===== config.mk =====
export PLATFORM = sky130hd
export DESIGN_NAME = mem_bus_arbiter
export DESIGN_NICKNAME = d
export VERILOG_FILES = /design/src/rtl/sys_defs.sv /design/src/rtl/mem_tag_owner_table.sv /design/src/rtl/mem_bus_arbiter.sv
export SDC_FILE = /design/constraint.sdc
export NUM_CORES = 1
export LEC_CHECK = 0
export ABC_AREA = 1
export BUFFER_PORTS_ARGS = -buffer_cell sky130_fd_sc_hd__clkbuf_2
export CORE_AREA = 3 3 177 179
export DETAILED_ROUTE_END_ITERATION = 10
export DIE_AREA = 0 0 180 182
export GPL_ROUTABILITY_DRIVEN = 0
export HOLD_SLACK_MARGIN = 0.02
export SLEW_MARGIN = 20
export SYNTH_ARGS = -nofsm -noshare
export SYNTH_HDL_FRONTEND = slang
export SYNTH_SLANG_ARGS = --single-unit

===== constraint.sdc =====
create_clock -name clock -period 4.6 [get_ports clock]
set_input_delay 0.23 -clock clock [delete_from_list [all_inputs] [get_ports clock]]
set_output_delay 0.23 -clock clock [all_outputs]
set_load 0.03 [all_outputs]

===== src/rtl/sys_defs.sv =====
// Shared processor definitions: memory bus commands, request owners and the
// memory tag space size used by the memory-side blocks.
package sys_defs;

  localparam int XLEN         = 32;
  localparam int NUM_MEM_TAGS = 16;

  typedef enum logic [1:0] {
    BUS_NONE  = 2'h0,
    BUS_LOAD  = 2'h1,
    BUS_STORE = 2'h2
  } BUS_COMMAND;

  typedef enum logic {
    OWNER_ICACHE = 1'b0,
    OWNER_DCACHE = 1'b1
  } MEM_REQ_OWNER;

endpackage


===== src/rtl/mem_tag_owner_table.sv =====
// Owner table for outstanding memory load tags. Each entry holds a valid bit
// and the cache that issued the load. A returning tag is looked up and cleared;
// an accepted load sets its entry. When both hit the same tag in one cycle the
// clear is applied first, so the entry ends valid with the new owner.
module mem_tag_owner_table
  import sys_defs::*;
#(
  parameter int NUM_TAGS = NUM_MEM_TAGS,
  parameter int TAG_W    = $clog2(NUM_TAGS),
  parameter int CNT_W    = $clog2(NUM_TAGS) + 1
) (
  input  logic               clock,
  input  logic               reset_n,
  input  logic               set_en,
  input  logic [TAG_W-1:0]   set_tag,
  input  MEM_REQ_OWNER       set_owner,
  input  logic [TAG_W-1:0]   lookup_tag,
  output logic               lookup_valid,
  output MEM_REQ_OWNER       lookup_owner,
  output logic [CNT_W-1:0]   count
);

  logic [NUM_TAGS-1:0] valid_q;
  logic [NUM_TAGS-1:0] valid_d;
  logic [NUM_TAGS-1:0] owner_q;
  logic                set_live;
  logic                clr_live;

  // Tag 0 means "no tag": it never sets, never matches.
  assign set_live     = set_en && (set_tag != '0);
  assign lookup_valid = (lookup_tag != '0) && valid_q[lookup_tag];
  assign lookup_owner = MEM_REQ_OWNER'(owner_q[lookup_tag]);
  assign clr_live     = lookup_valid;

  // Next valid vector: clear the returning tag, then set the accepted one.
  always_comb begin
    // NOTE: every always_comb output gets a full default first so no path leaves it unassigned (no latch).
    valid_d = valid_q;
    if (clr_live) valid_d[lookup_tag] = 1'b0;
    if (set_live) valid_d[set_tag]    = 1'b1;
    valid_d[0] = 1'b0;
  end

  // Valid bits: cleared on reset so all ownership is discarded.
  always_ff @(posedge clock or negedge reset_n) begin
    // NOTE: sequential state uses non-blocking assignments so all flops update from pre-edge values.
    if (!reset_n) valid_q <= '0;
    else          valid_q <= valid_d;
  end

  // Owner bits: only meaningful while the matching valid bit is set.
  always_ff @(posedge clock) begin
    // NOTE: the owner array is deliberately not reset; the reset valid bits mask any stale content.
    if (set_live) owner_q[set_tag] <= set_owner;
  end

  // Popcount of valid entries, saturating at NUM_TAGS-1.
  always_comb begin
    count = '0;
    for (int i = 0; i < NUM_TAGS; i++) begin
      count = count + CNT_W'(valid_q[i]);
    end
    if (count > CNT_W'(NUM_TAGS - 1)) count = CNT_W'(NUM_TAGS - 1);
  end

endmodule


===== src/rtl/mem_bus_arbiter.sv =====
// Arbiter for the single off-chip memory port shared by icache and dcache.
// Grants one requester per cycle (dcache first), muxes its command to memory,
// routes the acceptance tag back to the winner and returning data tags to the
// cache that issued the load. Optional starvation guard: define
// MEM_ARB_STARVE_GUARD_EN to give icache forced priority after STARVE_LIMIT
// consecutive denied request cycles; otherwise dcache priority is strict.
// The memory tag ports are 4 bits wide, so NUM_TAGS is expected to be 16.
module mem_bus_arbiter
  import sys_defs::*;
#(
  parameter int STARVE_LIMIT = 8,
  parameter int NUM_TAGS     = NUM_MEM_TAGS
) (
  input  logic                      clock,
  input  logic                      reset_n,
  input  logic [1:0]                icache2mem_command,
  input  logic [XLEN-1:0]           icache2mem_addr,
  input  logic [1:0]                dcache2mem_command,
  input  logic [XLEN-1:0]           dcache2mem_addr,
  input  logic [63:0]               dcache2mem_data,
  output logic [1:0]                mem_command,
  output logic [XLEN-1:0]           mem_addr,
  output logic [63:0]               mem_data,
  input  logic [3:0]                mem2proc_response,
  input  logic [63:0]               mem2proc_data,
  input  logic [3:0]                mem2proc_tag,
  output logic [3:0]                mem2icache_response,
  output logic [3:0]                mem2dcache_response,
  output logic [3:0]                mem2icache_tag,
  output logic [3:0]                mem2dcache_tag,
  output logic [63:0]               mem2icache_data,
  output logic [63:0]               mem2dcache_data,
  output logic                      grant_icache,
  output logic                      grant_dcache,
  output logic [$clog2(NUM_TAGS):0] outstanding_loads,
  output logic                      orphan_tag_err
);

  localparam int TAG_W = $clog2(NUM_TAGS);

  logic         ic_req;
  logic         dc_req;
  logic         force_ic;
  logic         accepted;
  logic         load_accept;
  logic         ret_valid;
  logic         hit;
  MEM_REQ_OWNER hit_owner;

  // Requests are masked while in reset so no grant can escape.
  assign ic_req = reset_n && (icache2mem_command == BUS_LOAD);
  assign dc_req = reset_n && ((dcache2mem_command == BUS_LOAD) ||
                              (dcache2mem_command == BUS_STORE));

  assign grant_dcache = dc_req && !(force_ic && ic_req);
  assign grant_icache = ic_req && !grant_dcache;

  // Memory-side mux from the winning requester.
  always_comb begin
    mem_command = BUS_NONE;
    mem_addr    = '0;
    mem_data    = '0;
    if (grant_dcache) begin
      mem_command = dcache2mem_command;
      mem_addr    = dcache2mem_addr;
      mem_data    = dcache2mem_data;
    end else if (grant_icache) begin
      mem_command = BUS_LOAD;
      mem_addr    = icache2mem_addr;
    end
  end

  assign accepted    = (grant_icache || grant_dcache) && (mem2proc_response != '0);
  assign load_accept = accepted && (mem_command == BUS_LOAD);

  assign mem2icache_response = grant_icache ? mem2proc_response : '0;
  assign mem2dcache_response = grant_dcache ? mem2proc_response : '0;

  mem_tag_owner_table #(
    .NUM_TAGS (NUM_TAGS)
  ) u_owner_table (
    .clock        (clock),
    .reset_n      (reset_n),
    .set_en       (load_accept),
    .set_tag      (mem2proc_response[TAG_W-1:0]),
    .set_owner    (grant_dcache ? OWNER_DCACHE : OWNER_ICACHE),
    .lookup_tag   (mem2proc_tag[TAG_W-1:0]),
    .lookup_valid (hit),
    .lookup_owner (hit_owner),
    .count        (outstanding_loads)
  );

  // Returning tags go only to the owning cache; data fans out to both.
  assign ret_valid       = reset_n && (mem2proc_tag != '0);
  assign mem2icache_tag  = (ret_valid && hit && hit_owner == OWNER_ICACHE) ? mem2proc_tag : '0;
  assign mem2dcache_tag  = (ret_valid && hit && hit_owner == OWNER_DCACHE) ? mem2proc_tag : '0;
  assign mem2icache_data = reset_n ? mem2proc_data : '0;
  assign mem2dcache_data = reset_n ? mem2proc_data : '0;

  // Sticky error: a tag came back that nobody is waiting for.
  always_ff @(posedge clock or negedge reset_n) begin
    if (!reset_n)                orphan_tag_err <= 1'b0;
    else if (ret_valid && !hit)  orphan_tag_err <= 1'b1;
  end

`ifdef MEM_ARB_STARVE_GUARD_EN
  localparam int CNT_W = $clog2(STARVE_LIMIT + 1);

  logic [CNT_W-1:0] starve_cnt;
  logic             force_q;
  logic             ic_accept;

  assign ic_accept = grant_icache && (mem2proc_response != '0);
  assign force_ic  = force_q;

  // Count consecutive unserved icache cycles; raise forced priority at the limit.
  always_ff @(posedge clock or negedge reset_n) begin
    if (!reset_n) begin
      starve_cnt <= '0;
      force_q    <= 1'b0;
    end else begin
      if (!ic_req || ic_accept)
        starve_cnt <= '0;
      else if (starve_cnt != CNT_W'(STARVE_LIMIT))
        starve_cnt <= starve_cnt + CNT_W'(1);

      if (ic_accept)
        force_q <= 1'b0;
      else if (ic_req && (starve_cnt >= CNT_W'(STARVE_LIMIT - 1)))
        force_q <= 1'b1;
    end
  end
`else
  logic unused_starve_limit;

  assign force_ic            = 1'b0;
  assign unused_starve_limit = (STARVE_LIMIT != 0);
`endif

endmodule


Word level (Yosys, flattened, before mapping)
Cells that the tools add are included.
{"block": "word_totals", "register_bits": 32, "in_bits": 206, "output_inout_bits": 250, "wordCells": 73}
{"block": "op_classes", "add_sub_neg": 14, "order_cmp": 5, "n_eq_ne": 4, "mux": 23, "bitwise": 4, "n_reduce_logical": 20}
{"op": "$mux 64", "count": 2}
{"op": "$add 5x1->5", "count": 13}
{"op": "$mux 32", "count": 2}
{"op": "$mux 16", "count": 2}
{"op": "$and 16x16->16", "count": 1}
{"op": "$bwmux 16", "count": 1}
{"op": "$mux 4", "count": 4}
{"op": "$not 16->16", "count": 1}
{"op": "$or 16x16->16", "count": 1}
{"op": "$logic_and 1x1->1", "count": 14}
{"op": "$lt 4x5->1 const B", "count": 2}
{"op": "$bmux 1 s4", "count": 2}
{"op": "$demux 1 s4", "count": 2}
{"op": "$ge 4x1->1 const B", "count": 2}
{"op": "$reduce_bool 4->1", "count": 2}
{"op": "$eq 2x1->1 const B", "count": 3}
{"op": "$mux 1", "count": 6}
{"op": "$gt 5x4->1 const B", "count": 1}
{"op": "$mux 5", "count": 1}
{"op": "$add 1x1->2", "count": 1}
{"op": "$eq 2x2->1 const B", "count": 1}
{"op": "$logic_not 1->1", "count": 2}
{"op": "$logic_or 1x1->1", "count": 2}
{"op": "$mux 2", "count": 1}
{"op": "$not 1->1", "count": 1}

Logic depth before layout (Yosys ltp)
{"block": "logic_depth", "depth_word": 16, "depth_mapped": 14}

Modules after synthesis
Synthesis repeated with hierarchy kept, for this count alone.
{"block": "unflattened", "hier_cells": 725, "area_unflattened_um2": 4132.7}
{"module": "mem_bus_arbiter", "instances": 1, "cells_per_inst": 493, "area_each_um2": 2250.9, "seq_area_each_um2": 25.0}
{"module": "mem_tag_owner_table", "instances": 1, "cells_per_inst": 232, "area_each_um2": 1881.8, "seq_area_each_um2": 855.8}

Least setup slack after synthesis
No wires, ideal clock.
{"block": "synth_timing", "kind": "register -> output", "start": "reg u_owner_table.valid_q[1]", "end": "out outstanding_loads[2]", "arrival_time_ns": 3.980, "required_ns": 4.370, "slack_ns": 0.390, "path_stages_with_launch": 13, "path_cell_list": "dfrtp_1 -> ha_1 -> inv_1 -> fa_1 -> fa_1 -> fa_1 -> fa_1 -> inv_1 -> ha_1 -> fa_1 -> nand2_1 -> inv_1 -> o21ai_0"}
{"block": "synth_between", "elab_chain_cells": 16}
{"element": "start, declared", "line": "mem_tag_owner_table.sv:23", "rtl": "logic [NUM_TAGS-1:0] valid_q;"}
{"element": "start signal, assigned", "line": "mem_tag_owner_table.sv:48", "rtl": "else valid_q <= valid_d;"}
{"element": "$add 1x1->2 *", "line": "mem_tag_owner_table.sv:61", "rtl": "count = count + CNT_W'(valid_q[i]);"}
{"element": "$add 5x1->5 * (13 in a row)", "line": "mem_tag_owner_table.sv:61"}
{"element": "$gt 5x4->1", "line": "mem_tag_owner_table.sv:63", "rtl": "if (count > CNT_W'(NUM_TAGS - 1)) count = CNT_W'(NUM_TAGS - 1);"}
{"element": "$mux 5 *", "line": "mem_tag_owner_table.sv:63"}
{"element": "end, declared", "line": "mem_bus_arbiter.sv:35", "rtl": "output logic [$clog2(NUM_TAGS):0] outstanding_loads,"}
Every way passes the cells marked *; elsewhere a longest branch is shown, timed or not.

Worst setup path after layout
{"block": "layout_timing", "start": "reg u_owner_table.valid_q[1]", "end": "out outstanding_loads[0]"}
Same word-level chain as after synthesis.

==> impl_metrics.env <==
export IMPL_run_status="complete, no violations"
export IMPL_synthXorXnorAreaFrac=0.00217
export IMPL_synth_area_leader_cell="sky130_fd_sc_hd__inv_1"
export IMPL_count_of_h_tree_levels_built_during_cts=2
export IMPL_worst_slew_pin_transition_ns=0.881
export IMPL_hold_path_class="in -> async"
export IMPL_design_die_area_mm2=0.0328
export IMPL_fin_crit_ns=4.44
export IMPL_ys_dominant_reg_cell="sky130_fd_sc_hd__edfxtp_1"
export IMPL_fin_crit_sh=0.966
export IMPL_hold_ws_ns=0.211
export IMPL_yosysMostFrequentCell="sky130_fd_sc_hd__inv_1"
export IMPL_seq_area_frac_synth=0.218
export IMPL_synth_area_mm2=0.00404
export IMPL_async_flop_share=0.500
export IMPL_drt_pre_antenna_iters=5
export IMPL_postSynthRegisterBits=32
export IMPL_post_route_worst_setup_slack_ns=0.155
export IMPL_buffers_inverters_on_critical_path=4
export IMPL_static_leakage_power_nw=4.42
export IMPL_grt_start_max_net_pins=83
export IMPL_die_w_um=180
export IMPL_drt_antenna_violating_nets=0
export IMPL_cts_tree="done"
export IMPL_detail_route_wl_per_cell_um=15.8
export IMPL_num_antenna_cells=0
export IMPL_final_setup_viol_count=0
export IMPL_synth_area_top_cells="sky130_fd_sc_hd__inv_1 (16%), sky130_fd_sc_hd__nand2_1 (14%), sky130_fd_sc_hd__buf_4 (12%)"
export IMPL_cts_inserted_buffers=5
export IMPL_cp_data_arrival_time_ns=4.21
export IMPL_power_density_mw_per_mm2=276
export IMPL_grt_antenna_before_repair=2
export IMPL_yosys_area_share_simple=0.281
export IMPL_placeableCoreArea_mm2=0.0297
export IMPL_groute_usage_overall=0.126
export IMPL_share_of_the_synthesized_area_in_the_top_cell_type=0.161
export IMPL_clock_sink_count=32
export IMPL_max_vdd_ir_drop_uv=163
export IMPL_worstSkewPairLatency_ns=0.28
export IMPL_critPathCaptureType="output pin"
export IMPL_worst_path_max_delay_cell="sky130_fd_sc_hd__fa_1"
export IMPL_critical_path_top_delay_family="adder cells"
export IMPL_syn2layout_area_growth_pct=58.1
export IMPL_die_height_um=182
export IMPL_clockRootBuffer="sky130_fd_sc_hd__clkbuf_16"
export IMPL_start_kind="flip-flop"
export IMPL_preCtsSetupSlack_ns=0.204
export IMPL_num_vias=5316
export IMPL_timing_max_transition_violations_final=0
export IMPL_routed_wl_um=22500
export IMPL_register_area_um2=881
export IMPL_synth_top_family_by_area="buffers and inverters"
export IMPL_drc=0
export IMPL_grt_setup_unrepaired="true"
export IMPL_fmax_mhz=225
export IMPL_ys_top_cells_by_count="sky130_fd_sc_hd__inv_1 (173), sky130_fd_sc_hd__nand2_1 (151), sky130_fd_sc_hd__nor2_1 (106), sky130_fd_sc_hd__buf_4 (66), sky130_fd_sc_hd__a22o_1 (32)"
export IMPL_path_clk_slew_ns=0.05
export IMPL_relSlewSlack=0.412
export IMPL_final_layout_size_suffix_gt1_frac=0.467
export IMPL_initial_utilization=0.136
export IMPL_synth_compound_area_share=0.122
export IMPL_cpMostUsedCell="sky130_fd_sc_hd__fa_1"
export IMPL_postLayoutCoreUtil=0.215
export IMPL_post_synthesis_adder_cell_area_fraction=0.0632
export IMPL_place_port_buffers=454
export IMPL_design_portCount=456
export IMPL_first_global_vias=5100
export IMPL_critical_path_cell_chain="ha_1, inv_1, fa_1, fa_1, fa_1, fa_1, inv_1, ha_1, fa_1, nand2_1, inv_1, o21ai_2, nand2_1, buf_2"
export IMPL_placed_area_mm2=0.00621
export IMPL_global_route_wire_length_before_repair_um=31800
export IMPL_finish_instance_area_mm2=0.00638
export IMPL_detailedRoute_firstIterationViolations=307
export IMPL_dp_hpwl_um=19700
export IMPL_critical_path_max_stage_delay_ns=0.55
export IMPL_synth_cells=660
export IMPL_fillCellCount=3405
export IMPL_synthDistinctLibCells=29
export IMPL_layout_nets=1255
export IMPL_synth_mux_area_frac=0
export IMPL_synthesis_area_per_instance_um2=6.12
export IMPL_grt_overflow=0
export IMPL_drt_vias_per_instance=3.73
export IMPL_ys_warnings_count=0
export IMPL_finalHoldViolations=0
export IMPL_multi_input_comb_area_mm2=0.00190
export IMPL_clk_path_buf_depth=2
export IMPL_drv_cap=0
export IMPL_floorplan_row_count=63
export IMPL_finalClockSkew_ns=0.00210
export IMPL_worst_setup_path_type="reg -> out"
export IMPL_synth_enable_flop_cells=16
export IMPL_worst_endpoint_required_ns=4.37
export IMPL_path_max_fanout=4
repair_timing:
action | in CTS | in global routing
buffers inserted | 0 | 0
hold buffers | 0 | 0
resized for setup | 1 | 2
setup endpoints to repair | 4 | 4
cells in the final DEF, fill, tap and decap left out:
master,n
sky130_fd_sc_hd__a21boi_0,1
sky130_fd_sc_hd__a21oi_1,1
sky130_fd_sc_hd__a21oi_2,1
sky130_fd_sc_hd__a22o_1,32
sky130_fd_sc_hd__buf_2,2
sky130_fd_sc_hd__buf_4,2
sky130_fd_sc_hd__bufinv_16,1
sky130_fd_sc_hd__clkbuf_1,1
sky130_fd_sc_hd__clkbuf_16,5
sky130_fd_sc_hd__clkbuf_2,452
sky130_fd_sc_hd__clkinv_2,1
sky130_fd_sc_hd__conb_1,2
sky130_fd_sc_hd__dfrtp_1,16
sky130_fd_sc_hd__edfxtp_1,16
sky130_fd_sc_hd__fa_1,9
sky130_fd_sc_hd__ha_1,6
sky130_fd_sc_hd__inv_1,173
sky130_fd_sc_hd__inv_2,2
sky130_fd_sc_hd__nand2_1,151
sky130_fd_sc_hd__nand2_2,1
sky130_fd_sc_hd__nand2_4,4
sky130_fd_sc_hd__nand3_1,11
sky130_fd_sc_hd__nand3b_1,1
sky130_fd_sc_hd__nor2_1,106
sky130_fd_sc_hd__nor2_2,1
sky130_fd_sc_hd__nor2_4,1
sky130_fd_sc_hd__nor2_8,2
sky130_fd_sc_hd__o21ai_0,16
sky130_fd_sc_hd__o21ai_1,9
sky130_fd_sc_hd__o21ai_2,8
sky130_fd_sc_hd__xnor2_1,1
cells by family after synthesis:
logic type,count (synthesis)
simple gates,278
compound gates,68
buf+inv,265
fa+ha+maj,15
other cells,1
xor+xnor,1
flops,32
worst paths after layout:
kind	from	to	slack, ns	cells after the start
worst min-delay path	reset_n	orphan_tag_err	0.21	2
max in group asynchronous	reset_n	u_owner_table.valid_q[11]	3.85	2
worst max-delay path	u_owner_table.valid_q[1]	outstanding_loads[0]	0.16	14
worst min register to register	orphan_tag_err	orphan_tag_err	0.47	2
worst max register to register	u_owner_table.valid_q[6]	orphan_tag_err	3.45	7
min in group clock	mem2proc_response[0]	u_owner_table.valid_q[6]	0.36	4
state kept, by name (all words and copies together) (netlist names):
signal,flops
u_owner_table.valid_q,15
u_owner_table.owner_q,16
orphan_tag_err,1
routing by layer:
metal	global-route usage	wire (µm)
met1	0.171	9810
met2	0.207	10700
met3	0.0306	1640
met4	0.0192	272
met5	0	34
power by group:
| part | leakage [nW] | internal, W | switching, W |
|---|---|---|---|
| Clock | 0.0808 | 0.000254 | 0.000119 |
| Sequential | 0.339 | 0.000323 | 0.0000146 |
| Combinational | 4.00 | 0.000319 | 0.000731 |
| Total | 4.42 | 0.000897 | 0.000865 |
area by class of cell:
| cell class | instances | area share |
|---|---|---|
| clock buffers | 6 | 0.0202 |
| clock inverters | 2 | 0.00549 |
| inverters | 175 | 0.103 |
| multi-input cells | 364 | 0.298 |
| flip-flops and latches | 32 | 0.138 |
| well taps | 390 | 0.0765 |
| repair buffers | 456 | 0.358 |
per-stage QoR:
step,setup TNS (ns),std cells,total power [W]
after global placement,0,1417,0.00139
after CTS,0,1425,0.00179
after detailed placement,0,1417,0.00140
after global routing,-0.0299,1425,0.00189
after floorplan,0,661,0.00107
final,0,1425,0.00176
(Power assumes the default switching activity.)
